===== config.mk =====
export PLATFORM = sky130hd
export DESIGN_NAME = tl_ul_a_rr_arbiter
export DESIGN_NICKNAME = d
export VERILOG_FILES = /design/src/rtl/tl_ul_a_rr_arbiter.sv
export SDC_FILE = /design/constraint.sdc
export NUM_CORES = 1
export LEC_CHECK = 0
export BUFFER_PORTS_ARGS = -buffer_cell sky130_fd_sc_hd__buf_2
export CAP_MARGIN = 20
export CORE_AREA = 2 2 104 106
export DETAILED_ROUTE_END_ITERATION = 6
export DIE_AREA = 0 0 106 108
export RECOVER_POWER = 25
export SETUP_SLACK_MARGIN = 0.05
export SYNTH_ARGS = -nofsm -noshare
export SYNTH_HDL_FRONTEND = slang
export SYNTH_SLANG_ARGS = --single-unit

===== constraint.sdc =====
create_clock -name clock -period 3.87 [get_ports clock]
set_input_delay 0.387 -clock clock [delete_from_list [all_inputs] [get_ports clock]]
set_output_delay 0.387 -clock clock [all_outputs]
set_load 0.01 [all_outputs]

===== src/rtl/tl_ul_a_rr_arbiter.sv =====
// Round-robin TileLink-UL A-channel arbiter with burst lock, source prefixing and D routing.
// Optional outstanding-request cap enabled by defining TL_UL_ARB_INFLIGHT_LIMIT_EN.
module tl_ul_a_rr_arbiter #(
  parameter int N_REQ    = 2,
  parameter int ADDR_W   = 15,
  parameter int DATA_W   = 32,
  parameter int SIZE_W   = 3,
  parameter int SRC_W    = 1,
  parameter int MAX_INFL = 4
) (
  input  logic                                   clock,
  input  logic                                   reset,
  input  logic [N_REQ-1:0]                       in_a_valid,
  output logic [N_REQ-1:0]                       in_a_ready,
  input  logic [3*N_REQ-1:0]                     in_a_opcode,
  input  logic [SIZE_W*N_REQ-1:0]                in_a_size,
  input  logic [SRC_W*N_REQ-1:0]                 in_a_source,
  input  logic [ADDR_W*N_REQ-1:0]                in_a_address,
  input  logic [(DATA_W/8)*N_REQ-1:0]            in_a_mask,
  input  logic [DATA_W*N_REQ-1:0]                in_a_data,
  output logic                                   out_a_valid,
  input  logic                                   out_a_ready,
  output logic [2:0]                             out_a_opcode,
  output logic [SIZE_W-1:0]                      out_a_size,
  output logic [SRC_W+$clog2(N_REQ)-1:0]         out_a_source,
  output logic [ADDR_W-1:0]                      out_a_address,
  output logic [DATA_W/8-1:0]                    out_a_mask,
  output logic [DATA_W-1:0]                      out_a_data,
  input  logic                                   out_d_valid,
  output logic                                   out_d_ready,
  input  logic [2:0]                             out_d_opcode,
  input  logic [SIZE_W-1:0]                      out_d_size,
  input  logic [SRC_W+$clog2(N_REQ)-1:0]         out_d_source,
  input  logic [DATA_W-1:0]                      out_d_data,
  output logic [N_REQ-1:0]                       in_d_valid,
  input  logic [N_REQ-1:0]                       in_d_ready,
  output logic [2:0]                             in_d_opcode,
  output logic [SIZE_W-1:0]                      in_d_size,
  output logic [SRC_W-1:0]                       in_d_source,
  output logic [DATA_W-1:0]                      in_d_data
);

  localparam int IDX_W   = $clog2(N_REQ);
  localparam int OSRC_W  = SRC_W + IDX_W;
  localparam int BEAT_LG = $clog2(DATA_W/8);
  localparam int CNT_W   = 2**SIZE_W;

  typedef enum logic {S_IDLE, S_BURST} state_e;

  // Beat count of a message: only multi-beat payload carriers span several beats.
  function automatic logic [CNT_W-1:0] beats_of(input logic has_data,
                                                input logic [SIZE_W-1:0] size);
    if (has_data && int'(size) > BEAT_LG) return CNT_W'(1) << (int'(size) - BEAT_LG);
    return CNT_W'(1);
  endfunction

  state_e           state_q, state_d;
  logic [IDX_W-1:0] lock_idx_q, lock_idx_d;
  logic [CNT_W-1:0] beat_cnt_q, beat_cnt_d;
  logic [IDX_W-1:0] ptr_q, ptr_d;

  logic [IDX_W-1:0] rr_idx, winner, dst;
  logic             found, locked, grant_ok, fire;
  logic [CNT_W-1:0] a_beats;

  always_comb begin
    rr_idx = ptr_q;
    found  = 1'b0;
    for (int k = 0; k < N_REQ; k++) begin
      if (!found && in_a_valid[IDX_W'(ptr_q + IDX_W'(k))]) begin
        rr_idx = IDX_W'(ptr_q + IDX_W'(k));
        found  = 1'b1;
      end
    end
  end

  assign locked = (state_q == S_BURST);
  assign winner = locked ? lock_idx_q : rr_idx;

`ifdef TL_UL_ARB_INFLIGHT_LIMIT_EN
  localparam int INFL_W = $clog2(MAX_INFL+1);
  logic [INFL_W-1:0] infl_q, infl_d;
  logic [CNT_W-1:0]  d_cnt_q, d_cnt_d, d_beats;
  logic              d_fire, d_last;

  // A burst already locked must finish even when the cap is reached.
  assign grant_ok = locked || (infl_q != INFL_W'(MAX_INFL));
`else
  assign grant_ok = 1'b1;
`endif

  assign out_a_valid   = !reset && grant_ok &&
                         (locked ? in_a_valid[lock_idx_q] : (|in_a_valid));
  assign fire          = out_a_valid && out_a_ready;
  assign in_a_ready    = fire ? (N_REQ'(1) << winner) : '0;
  assign out_a_opcode  = in_a_opcode[int'(winner)*3 +: 3];
  assign out_a_size    = in_a_size[int'(winner)*SIZE_W +: SIZE_W];
  assign out_a_source  = {winner, in_a_source[int'(winner)*SRC_W +: SRC_W]};
  assign out_a_address = in_a_address[int'(winner)*ADDR_W +: ADDR_W];
  assign out_a_mask    = in_a_mask[int'(winner)*(DATA_W/8) +: (DATA_W/8)];
  assign out_a_data    = in_a_data[int'(winner)*DATA_W +: DATA_W];
  assign a_beats       = beats_of(!out_a_opcode[2], out_a_size);

  // NOTE: every signal gets a default before any branch so no latch is inferred.
  always_comb begin
    state_d    = state_q;
    lock_idx_d = lock_idx_q;
    beat_cnt_d = beat_cnt_q;
    ptr_d      = ptr_q;
    if (fire) begin
      unique case (state_q)
        S_IDLE: begin
          if (a_beats != CNT_W'(1)) begin
            state_d    = S_BURST;
            lock_idx_d = winner;
            beat_cnt_d = a_beats - CNT_W'(1);
          end else begin
            ptr_d = winner + IDX_W'(1);
          end
        end
        S_BURST: begin
          beat_cnt_d = beat_cnt_q - CNT_W'(1);
          if (beat_cnt_q == CNT_W'(1)) begin
            state_d = S_IDLE;
            ptr_d   = lock_idx_q + IDX_W'(1);
          end
        end
        default: state_d = S_IDLE;
      endcase
    end
  end

  // D responses are steered by the index bits prefixed onto the source.
  assign dst         = out_d_source[OSRC_W-1 -: IDX_W];
  assign in_d_valid  = (!reset && out_d_valid) ? (N_REQ'(1) << dst) : '0;
  assign out_d_ready = !reset && in_d_ready[dst];
  assign in_d_opcode = out_d_opcode;
  assign in_d_size   = out_d_size;
  assign in_d_source = out_d_source[SRC_W-1:0];
  assign in_d_data   = out_d_data;

`ifdef TL_UL_ARB_INFLIGHT_LIMIT_EN
  assign d_fire  = out_d_valid && out_d_ready;
  assign d_beats = beats_of(out_d_opcode == 3'd1, out_d_size);
  assign d_last  = d_fire && ((d_cnt_q == '0) ? (d_beats == CNT_W'(1))
                                              : (d_cnt_q == CNT_W'(1)));

  always_comb begin
    d_cnt_d = d_cnt_q;
    if (d_fire) d_cnt_d = (d_cnt_q == '0) ? d_beats - CNT_W'(1) : d_cnt_q - CNT_W'(1);
    infl_d = infl_q + INFL_W'(fire && !locked) - INFL_W'(d_last);
  end
`endif

  // NOTE: non-blocking updates so every flop samples pre-edge values.
  always_ff @(posedge clock) begin
    if (reset) begin
      state_q    <= S_IDLE;
      lock_idx_q <= '0;
      beat_cnt_q <= '0;
      ptr_q      <= '0;
`ifdef TL_UL_ARB_INFLIGHT_LIMIT_EN
      infl_q     <= '0;
      d_cnt_q    <= '0;
`endif
    end else begin
      state_q    <= state_d;
      lock_idx_q <= lock_idx_d;
      beat_cnt_q <= beat_cnt_d;
      ptr_q      <= ptr_d;
`ifdef TL_UL_ARB_INFLIGHT_LIMIT_EN
      infl_q     <= infl_d;
      d_cnt_q    <= d_cnt_d;
`endif
    end
  end

endmodule


Yosys cells after proc, flatten, opt, wreduce, memory -nomap -nowiden
Cells that the tools add are included.
{"block": "word_totals", "out_inout_bits": 104, "in_bits": 164, "ff_bits": 11}
{"block": "op_classes", "n_lt_le_gt_ge": 5, "n_eq_ne": 5, "muxes": 25, "n_mul": 2, "reduce_logical": 13, "add_sub_neg": 6, "shift": 9, "n_bitwise": 1}
{"op": "64-bit by 7-bit indexed part select with 32-bit output", "n": 1}
{"op": "6-bit by 32-bit indexed part select with 3-bit output", "n": 1}
{"op": "1-bit by 32-bit << shifter with 8-bit output (first input constant)", "n": 1}
{"op": "30-bit by 6-bit indexed part select with 15-bit output", "n": 1}
{"op": "8-bit 2-to-1 mux", "n": 3}
{"op": "1-bit 2-to-1 mux", "n": 17}
{"op": "8-bit one-hot mux with 2 select lines", "n": 1}
{"op": "8-bit by 1-bit subtractor with 8-bit output (second input constant)", "n": 2}
{"op": "8-bit by 1-bit == test with 1-bit output (second input constant)", "n": 1}
{"op": "1-bit by 2-bit less-than comparator with 1-bit output (second input constant)", "n": 4}
{"op": "8-bit by 1-bit != test with 1-bit output (second input constant)", "n": 1}
{"op": "8-bit by 4-bit indexed part select with 4-bit output", "n": 1}
{"op": "1-bit logical AND", "n": 6}
{"op": "3-bit AND reduction", "n": 2}
{"op": "6-bit by 4-bit indexed part select with 3-bit output", "n": 1}
{"op": "1-bit by 4-bit multiplier with 5-bit output (second input constant)", "n": 1}
{"op": "2-bit 2-to-1 mux", "n": 2}
{"op": "2-bit != test (second input constant)", "n": 2}
{"op": "1-bit one-hot mux with 2 select lines", "n": 2}
{"op": "1-bit by 1-bit << shifter with 2-bit output (first input constant)", "n": 2}
{"op": "3-bit by 2-bit subtractor with 4-bit output (second input constant)", "n": 1}
{"op": "1-bit adder (second input constant)", "n": 3}
{"op": "3-bit by 2-bit greater-than comparator with 1-bit output (second input constant)", "n": 1}
{"op": "1-bit zero test", "n": 3}
{"op": "6 further kinds", "n": 6}

Logic depth before layout (Yosys ltp)
Gate-level depths: netlist of run 1.
{"block": "depth", "word_depth": 16, "ltp_mapped": 16, "depth_no_buf": 14}

Least setup slack after synthesis of run 1
Ideal clock, no wire load.
{"block": "synth_timing", "path_type": "input port to flip-flop", "start": "input in_a_size[4]", "end": "register beat_cnt_q[3]", "setup_time_ns": 0.074, "n_path_buf": 3, "arrival_time_ns": 3.363, "t_required_ns": 3.796, "cell_stages": 16, "path_slack_ns": 0.433, "cell_sequence": "clkbuf_1 nand2b_1 o311a_1 nand2_1 inv_1 ha_1 clkbuf_1 nor2b_1 a21oi_1 o21ai_0 ha_1 and4_1 a21o_1 buf_6 or3_1 a31oi_1"}
{"block": "synth_between", "elab_chain_cells": 8}
{"item": "start: declaration", "line": "16", "source": "input logic [SIZE_W*N_REQ-1:0] in_a_size,"}
{"item": "6-bit by 4-bit indexed part select with 3-bit output *", "line": "97", "source": "assign out_a_size = in_a_size[int'(winner)*SIZE_W +: SIZE_W];"}
{"item": "named net out_a_size[1]", "line": "24", "source": "output logic [SIZE_W-1:0] out_a_size,"}
{"item": "3-bit by 2-bit subtractor with 4-bit output / 3-bit by 2-bit greater-than comparator with 1-bit output (equally long branches)", "line": "53", "source": "if (has_data && int'(size) > BEAT_LG) return CNT_W'(1) << (int'(size) - BEAT_LG);"}
{"item": "1-bit by 32-bit << shifter with 8-bit output / 1-bit logical AND (equally long branches)", "line": "53"}
{"item": "8-bit 2-to-1 mux / 1-bit 2-to-1 mux (equally long branches)", "line": "53"}
{"item": "8-bit 2-to-1 mux *", "line": "54", "source": "return CNT_W'(1);"}
{"item": "8-bit by 1-bit subtractor with 8-bit output / 8-bit by 1-bit != test with 1-bit output (equally long branches)", "line": "116, 113"}
{"item": "8-bit 2-to-1 mux / 2-bit != test (equally long branches)"}
{"item": "8-bit one-hot mux with 2 select lines / 2-bit AND reduction (equally long branches)"}
{"item": "end signal: assignment", "line": "169", "source": "beat_cnt_q <= beat_cnt_d;"}
{"item": "end: declaration", "line": "59", "source": "logic [CNT_W-1:0] beat_cnt_q, beat_cnt_d;"}
The timed path passes the listed nets; every way through them passes the cells marked *. The select of a mux whose other input is x is not followed.
A chain may end at the register's enable or synchronous reset.

Worst setup path in the final report of run 1
{"block": "layout_timing", "start": "register ptr_q", "end": "register beat_cnt_q[6]"}
{"block": "layout_between", "elab_chain_cells": 16}
{"item": "start: declaration", "line": "60", "source": "logic [IDX_W-1:0] ptr_q, ptr_d;"}
{"item": "start signal: assignment", "line": "170", "source": "ptr_q <= ptr_d;"}
{"item": "1-bit 2-to-1 mux (implied by the code) (2 in a row)", "line": "70", "source": "if (!found && in_a_valid[IDX_W'(ptr_q + IDX_W'(k))]) begin"}
{"item": "1-bit 2-to-1 mux", "line": "70"}
{"item": "1-bit zero test", "line": "70"}
{"item": "1-bit logical AND", "line": "70"}
{"item": "1-bit 2-to-1 mux *", "line": "70"}
{"item": "1-bit 2-to-1 mux *", "line": "78", "source": "assign winner = locked ? lock_idx_q : rr_idx;"}
{"item": "1-bit by 2-bit multiplier with 3-bit output *", "line": "96, 97"}
{"item": "6-bit by 4-bit indexed part select with 3-bit output / 6-bit by 32-bit indexed part select with 3-bit output (equally long branches)", "line": "97, 96"}
{"item": "3-bit by 2-bit subtractor with 4-bit output, or another cell as far along", "line": "53"}
{"item": "1-bit by 32-bit << shifter with 8-bit output / 1-bit logical AND (equally long branches)", "line": "53"}
{"item": "8-bit 2-to-1 mux / 1-bit 2-to-1 mux (equally long branches)", "line": "53"}
{"item": "8-bit 2-to-1 mux *", "line": "54"}
{"item": "8-bit by 1-bit subtractor with 8-bit output / 8-bit by 1-bit != test with 1-bit output (equally long branches)", "line": "116, 113"}
{"item": "8-bit 2-to-1 mux / 2-bit != test (equally long branches)"}
{"item": "8-bit one-hot mux with 2 select lines / 2-bit AND reduction (equally long branches)"}
Every way passes the cells marked *; elsewhere a longest branch is shown, timed or not. The select of a mux whose other input is x is not followed.

==> results of run 1 <==
==> flip-flops by register name (all words and copies together), names as in the netlist <==
register	flops
lock_idx_q	1
locked	1
beat_cnt_q	8
ptr_q	1
==> critical path: stages (launching register included) <==
cell,delay (ps)
dfxtp_1,400
a21boi_2,110
o311a_1,350
nand2_1,150
inv_1,60
ha_1,550
nor2b_1,260
a21oi_1,90
o21ai_0,310
ha_1,200
and4_1,240
a21o_1,340
o21ai_0,160
a31oi_1,170
==> routing by layer <==
| layer | wire length [um] | up-vias | part of all wire (%) | global-route usage, % |
|---|---|---|---|---|
| met4 | 94 | 0 | 0.92 | 2.82 |
| met1 | 4230 | 1362 | 42 | 20.0 |
| met3 | 1390 | 9 | 14 | 7.29 |
| met2 | 4460 | 140 | 44 | 26.8 |
| li1 | - | 1527 | - | - |
| met5 | 0 | - | 0 | 0 |
==> worst max path at each step <==
stage | from | endpoint | slack (ps) | cells after the start
4_1_cts | ptr_q | beat_cnt_q[3] | 440 | 13
3_3_place_gp | in_a_valid[0] | beat_cnt_q[3] | 370 | 14
2_1_floorplan | in_a_size[4] | beat_cnt_q[3] | 430 | 16
5_1_grt | locked | beat_cnt_q[5] | 150 | 13
3_5_place_dp | in_a_valid[0] | beat_cnt_q[3] | 270 | 14
6_report | ptr_q | beat_cnt_q[6] | 390 | 13
==> power by group through the flow <==
stage	clock network, mW	registers [mW]	logic (mW)
floorplan	0	0.137	0.413
global placement	0	0.143	0.607
detailed placement	0	0.143	0.616
CTS	0.116	0.141	0.619
global route	0.120	0.144	0.684
finish	0.114	0.141	0.616
==> kinds of logic after synthesis <==
| kind of cell | Yosys count | share of synthesized area, % |
|---|---|---|
| and+or+nand+nor | 235 | 45.2 |
| buffers and inverters | 72 | 19.3 |
| AOI/OAI and AO/OA | 51 | 14.9 |
| muxes | 12 | 5.64 |
| DFF | 11 | 9.72 |
| adders and majority gates | 6 | 3.20 |
| xor gates and xnor gates | 5 | 1.93 |
==> layout by cell type (no fill, tap or decap), types with 7 or more instances in the layout <==
cell type,instances
a21oi_1,14
buf_2,189
dfxtp_1,11
inv_1,8
mux2i_1,9
nand2_1,175
nand3_1,7
nand3b_1,8
nor2_1,11
o21ai_0,9
==> cells in the mapped netlist (5+ instances only) <==
master	instances
nor2b_1	6
clkbuf_1	15
nand2_1	175
dfxtp_1	11
nand3_1	7
nor2_1	11
a211oi_1	5
ha_1	5
o21ai_0	9
nand3b_1	8
buf_4	40
inv_1	8
mux2i_1	9
a21oi_1	14
==> layout make-up <==
cell class	count	area, sq um
fill	1149	7170
tap	136	170
timing repair buffer	194	983
inverter	10	37.5
sequential	11	220
multi-input combinational	309	1610
clock buffer	4	45.0
==> metrics by stage <==
step / instances / utilization [%]
floorplan: 392 / -
global placement: 660 / 29.5
detailed placement: 660 / 29.5
CTS: 664 / 29.9
global route: 664 / 29.9
finish: 664 / 29.9
==> run metrics, run 1 <==
status=finished, final reports clean; H-tree depth reported by CTS=1; TNS Setup=0 ps; drt pass-1 iters=4; Tmin final=3480 ps; total power=about 0.87 mW; IO Pins=between 200 and 300; reg2reg end=beat_cnt_q[6]; Synth Net Count=~560; WS Path Type=flip-flop to flip-flop; Net Sw Power=between 0.4 and 0.5 mW; Final HPWL DP=between 8000 and 9000 um; Primary FF master, synth=dfxtp_1; Iter 0 DRT Violations=between 200 and 300; final instance area=approximately 3100 sq um; power per cell area=284 nW/um^2; row count=37; Post-Synthesis Cells=a little under 400; final-report setup violation count=0; crit start category=flip-flop; register area share after synthesis=under 10%; sink of the worst hold path=beat_cnt_q[1]; Synth Register Bits=11; pre-CTS worst setup slack=266 ps; GRT Residual Overflow=0; combinational cell fraction of total power=a little over two thirds; antenna-violating nets left=0; Int Power=between 0.4 and 0.5 mW; final worst setup slack=389 ps; WHS=480 ps; Root Driver=clkbuf_8; Max FO, Critical Path=14; layout cells sized above 1=about 39%; Post-synth EDFFs=0; Initial Utilization=22.1%; TritonCTS clock tree=yes; Setup crit end kind=flip-flop; post-cts sizing count=0; RSZ-0062 raised after global routing=no; synthesized area=roughly 2300 sq um; pin count of the biggest net entering global routing=70; Req. time, crit path=between 4000 and 5000 ps; DRC viols=0; die area=11400 sq um; worst reg2reg startpoint=ptr_q; gpl congestion=roughly 0.92; max capacitance violation total=0; arrival time at the worst endpoint=3640 ps; sequential power share=16.2%; Synth area leader=nand2_1; Lkg Pwr=around 1.7 nW; wire length of the first global-routing pass=between 10000 and 15000 um; Sink Count=11; Synthesis Warnings=0; DR vias=3038; share of the synthesized area in the top cell type=about 29%; worst reg-to-reg setup slack=about 400 ps; Layout Skew=2.53 ps; postcts setup bufs=0; HP Class=flip-flop to flip-flop; die width=approximately 110 um; cts hold-fix bufs=0; CTS Buf Count=3; Vias/cell=about 4.6; hold depth=2; Tightest Pin Transition=about 700 ps; worst r2r path cells=13; Max-slew headroom=between 50% and 60%; Distinct cells, synth=about 50; Die Y=108 um; Worst Hold Launch=beat_cnt_q[1]; PortBufs=roughly 190; placed cell area=between 3000 and 4000 sq um; ys async rst share=0%; peak supply drop=roughly 0.12 mV; Routed wire per std cell=around 15 um; Hold Violations, Final=0; top cells by area, synth=nand2_1 29%, buf_4 13%, dfxtp_1 9.7%; fin crit share=between 80% and 90%; clock network fraction of design power=a little over an eighth; vias in the first global route=between 2000 and 3000; syn_area_per_cell=5.78 sq um; ant diodes=0; clock tree buffer depth=2; Max Clk Rate=287 MHz; overall routing resource usage=around 16%; clk_lat worst skew=between 200 and 250 ps; nets=about 700; Switching Share=around half; Core Area=10200 sq um; initial antenna violation count=0; Post-Route WL=10200 um; max-slew violation count=0; Clock Pin Slew Worst Setup and Hold Paths=approximately 50 ps; area delta synth->final=35.3%
No activity file was read; power rests on OpenSTA's default activity.
==> run 2, diff against run 1 <==
--- a/config.mk
+++ b/config.mk
@@ -7,9 +7,9 @@
 export LEC_CHECK = 0
 export BUFFER_PORTS_ARGS = -buffer_cell sky130_fd_sc_hd__buf_2
 export CAP_MARGIN = 20
-export CORE_AREA = 2 2 104 106
+export CORE_AREA = 2 2 103 105
 export DETAILED_ROUTE_END_ITERATION = 6
-export DIE_AREA = 0 0 106 108
+export DIE_AREA = 0 0 105 107
 export RECOVER_POWER = 25
 export SETUP_SLACK_MARGIN = 0.05
 export SYNTH_ARGS = -nofsm -noshare
==> constraint.sdc (replaced) <==
create_clock -name clock -period 2.8 [get_ports clock]
set_input_delay 0.28 -clock clock [delete_from_list [all_inputs] [get_ports clock]]
set_output_delay 0.28 -clock clock [all_outputs]
set_load 0.01 [all_outputs]
==> run 2 against run 1 <==
Net effect:
- global-route usage is 0.15 points lower
- utilization up 3.5 points
- clock skew grew 1.2 ps
- die area shrank 1.9%
- combinational power is 57% higher
- setup slack got worse by 360 ps
- sequential cell count unchanged
- non-clock buffer count rose by 22
- routed wire length down 1.7%
- clock power rose by 38%
- worst hold slack lost 77 ps
- clock-buffer cell count stayed put
- largest cell class unchanged
==> run metrics, run 2 (synthesized netlist as in run 1, its figures left out) <==
Tightest Pin Transition=~530 ps; HP Class=input port to flip-flop; overall routing resource usage=~16%; most common cell after layout, fill and taps aside=buf_2; clock tree buffer depth=2; drt pass-1 iters=4; Max Clk Rate=around 360 MHz; arrival time at the worst endpoint=just under 3000 ps; crit start category=flip-flop; peak supply drop=roughly 0.32 mV; final-report setup violation count=0; Iter 0 DRT Violations=190; commonest non-fill, non-tap cells in the layout=189 x buf_2, 174 x nand2_1, 24 x buf_4; Vias/cell=around 4.6; nets=a little over 700; power per cell area=390 nW/um^2; gpl congestion=between 0.8 and 0.9; TNS Setup=0 ps; Layout Utilization=roughly 33%; row count=37; Hold Violations, Final=0; Initial Utilization=between 20% and 30%; WHS=403 ps; WS Path Type=flip-flop to flip-flop; wire length of the first global-routing pass=14500 um; clk_lat worst skew=240 ps; CTS Buf Count=3; max-slew violation count=0; RSZ-0062 raised after global routing=yes; max capacitance violation total=0; TritonCTS clock tree=yes; initial antenna violation count=0; Root Driver=clkbuf_8; vias in the first global route=2877; Sink Count=11; pin count of the biggest net entering global routing=42; H-tree depth reported by CTS=1; final instance area=roughly 3400 sq um; critical-path cell list=a21boi_4, o31a_4, mux2i_4, ha_4, nand3b_1, a211oi_2, o21ai_1, and4_4, a21o_4, or3_1, a31oi_1; IO Pins=roughly 270; Lkg Pwr=~1.9 nW; total power=approximately 1.3 mW; area delta synth->final=49.1%; Die Y=~110 um; DRC viols=0; Req. time, crit path=2960 ps; Final HPWL DP=about 8400 um; Core Area=just over 10000 sq um; Tmin final=2770 ps; Layout Skew=approximately 3.8 ps; Routed wire per std cell=roughly 15 um; fin crit share=between 90% and 100%; die width=between 100 and 150 um; GRT Residual Overflow=0; DR vias=3175; number of flip-flops in the largest register=8; Post-Route WL=9990 um; antenna-violating nets left=0; cts hold-fix bufs=0; PortBufs=~190; Max FO, Critical Path=10; Most flops, register=beat_cnt_q; Max-slew headroom=around 65%; layout cells sized above 1=around 45%; die area=11200 sq um; slowest stage delay, CP=between 300 and 400 ps; Critical-path top delay cell=o31a_4; Setup crit end kind=flip-flop; placed cell area=3220 sq um; ant diodes=0; status=finished, final reports clean; Clock Pin Slew Worst Setup and Hold Paths=about 50 ps
run 2: metrics by stage:
step,setup slack (ps),std cells
3_3_place_gp,-184,680
4_1_cts,9.02,686
5_1_grt,-89.2,686
3_5_place_dp,-242,680
2_1_floorplan,-119,392
6_report,25.8,686
run 2: repair_timing:
| action | 4_1_cts | 5_1_grt |
|---|---|---|
| endpoints found under the setup margin | 13 | 12 |
| resized for setup | 12 | 11 |
| pin swaps | 0 | 2 |
| gates cloned | 1 | 0 |
| setup buffers | 1 | 0 |
run 2: layer usage:
layer	GRT usage, %	wire (um)	up-vias
li1	-	-	1567
met1	20.7	4210	1444
met2	28.0	4710	154
met3	4.19	924	10
met4	1.81	144	0
met5	0	0	-
run 2: layout make-up:
type / count / area, sq um
flip-flops and latches: 11 / 225
well taps: 136 / 170
fillers: 1129 / 6720
repair buffers: 216 / 1160
multi-input cells: 309 / 1740
clock buffers: 4 / 45.0
inverters: 10 / 37.5
run 2: final timing paths:
path | from | end | slack, ps | cells after the start
worst max-delay path | ptr_q | beat_cnt_q[3] | 30 | 11
worst min-delay path | reset | ptr_q | 400 | 2
worst max register to register | ptr_q | beat_cnt_q[3] | 30 | 11
worst min register to register | beat_cnt_q[1] | beat_cnt_q[1] | 470 | 2
run 2: worst max-delay path: cells and delay by family, from the launching register on:
family	cells	cell delay, ps
adder cells (fa/ha/maj)	1	330
flip-flops	1	360
AO/OA/AOI/OAI	6	1130
AND/OR/NAND/NOR	3	670
multiplexers	1	200
run 2: power breakdown:
group,total (mW),switching (mW),internal (mW)
combinational,0.965,0.547,0.418
clock,0.157,0.0577,0.0998
sequential,0.195,0.0207,0.174
total,1.32,0.625,0.692
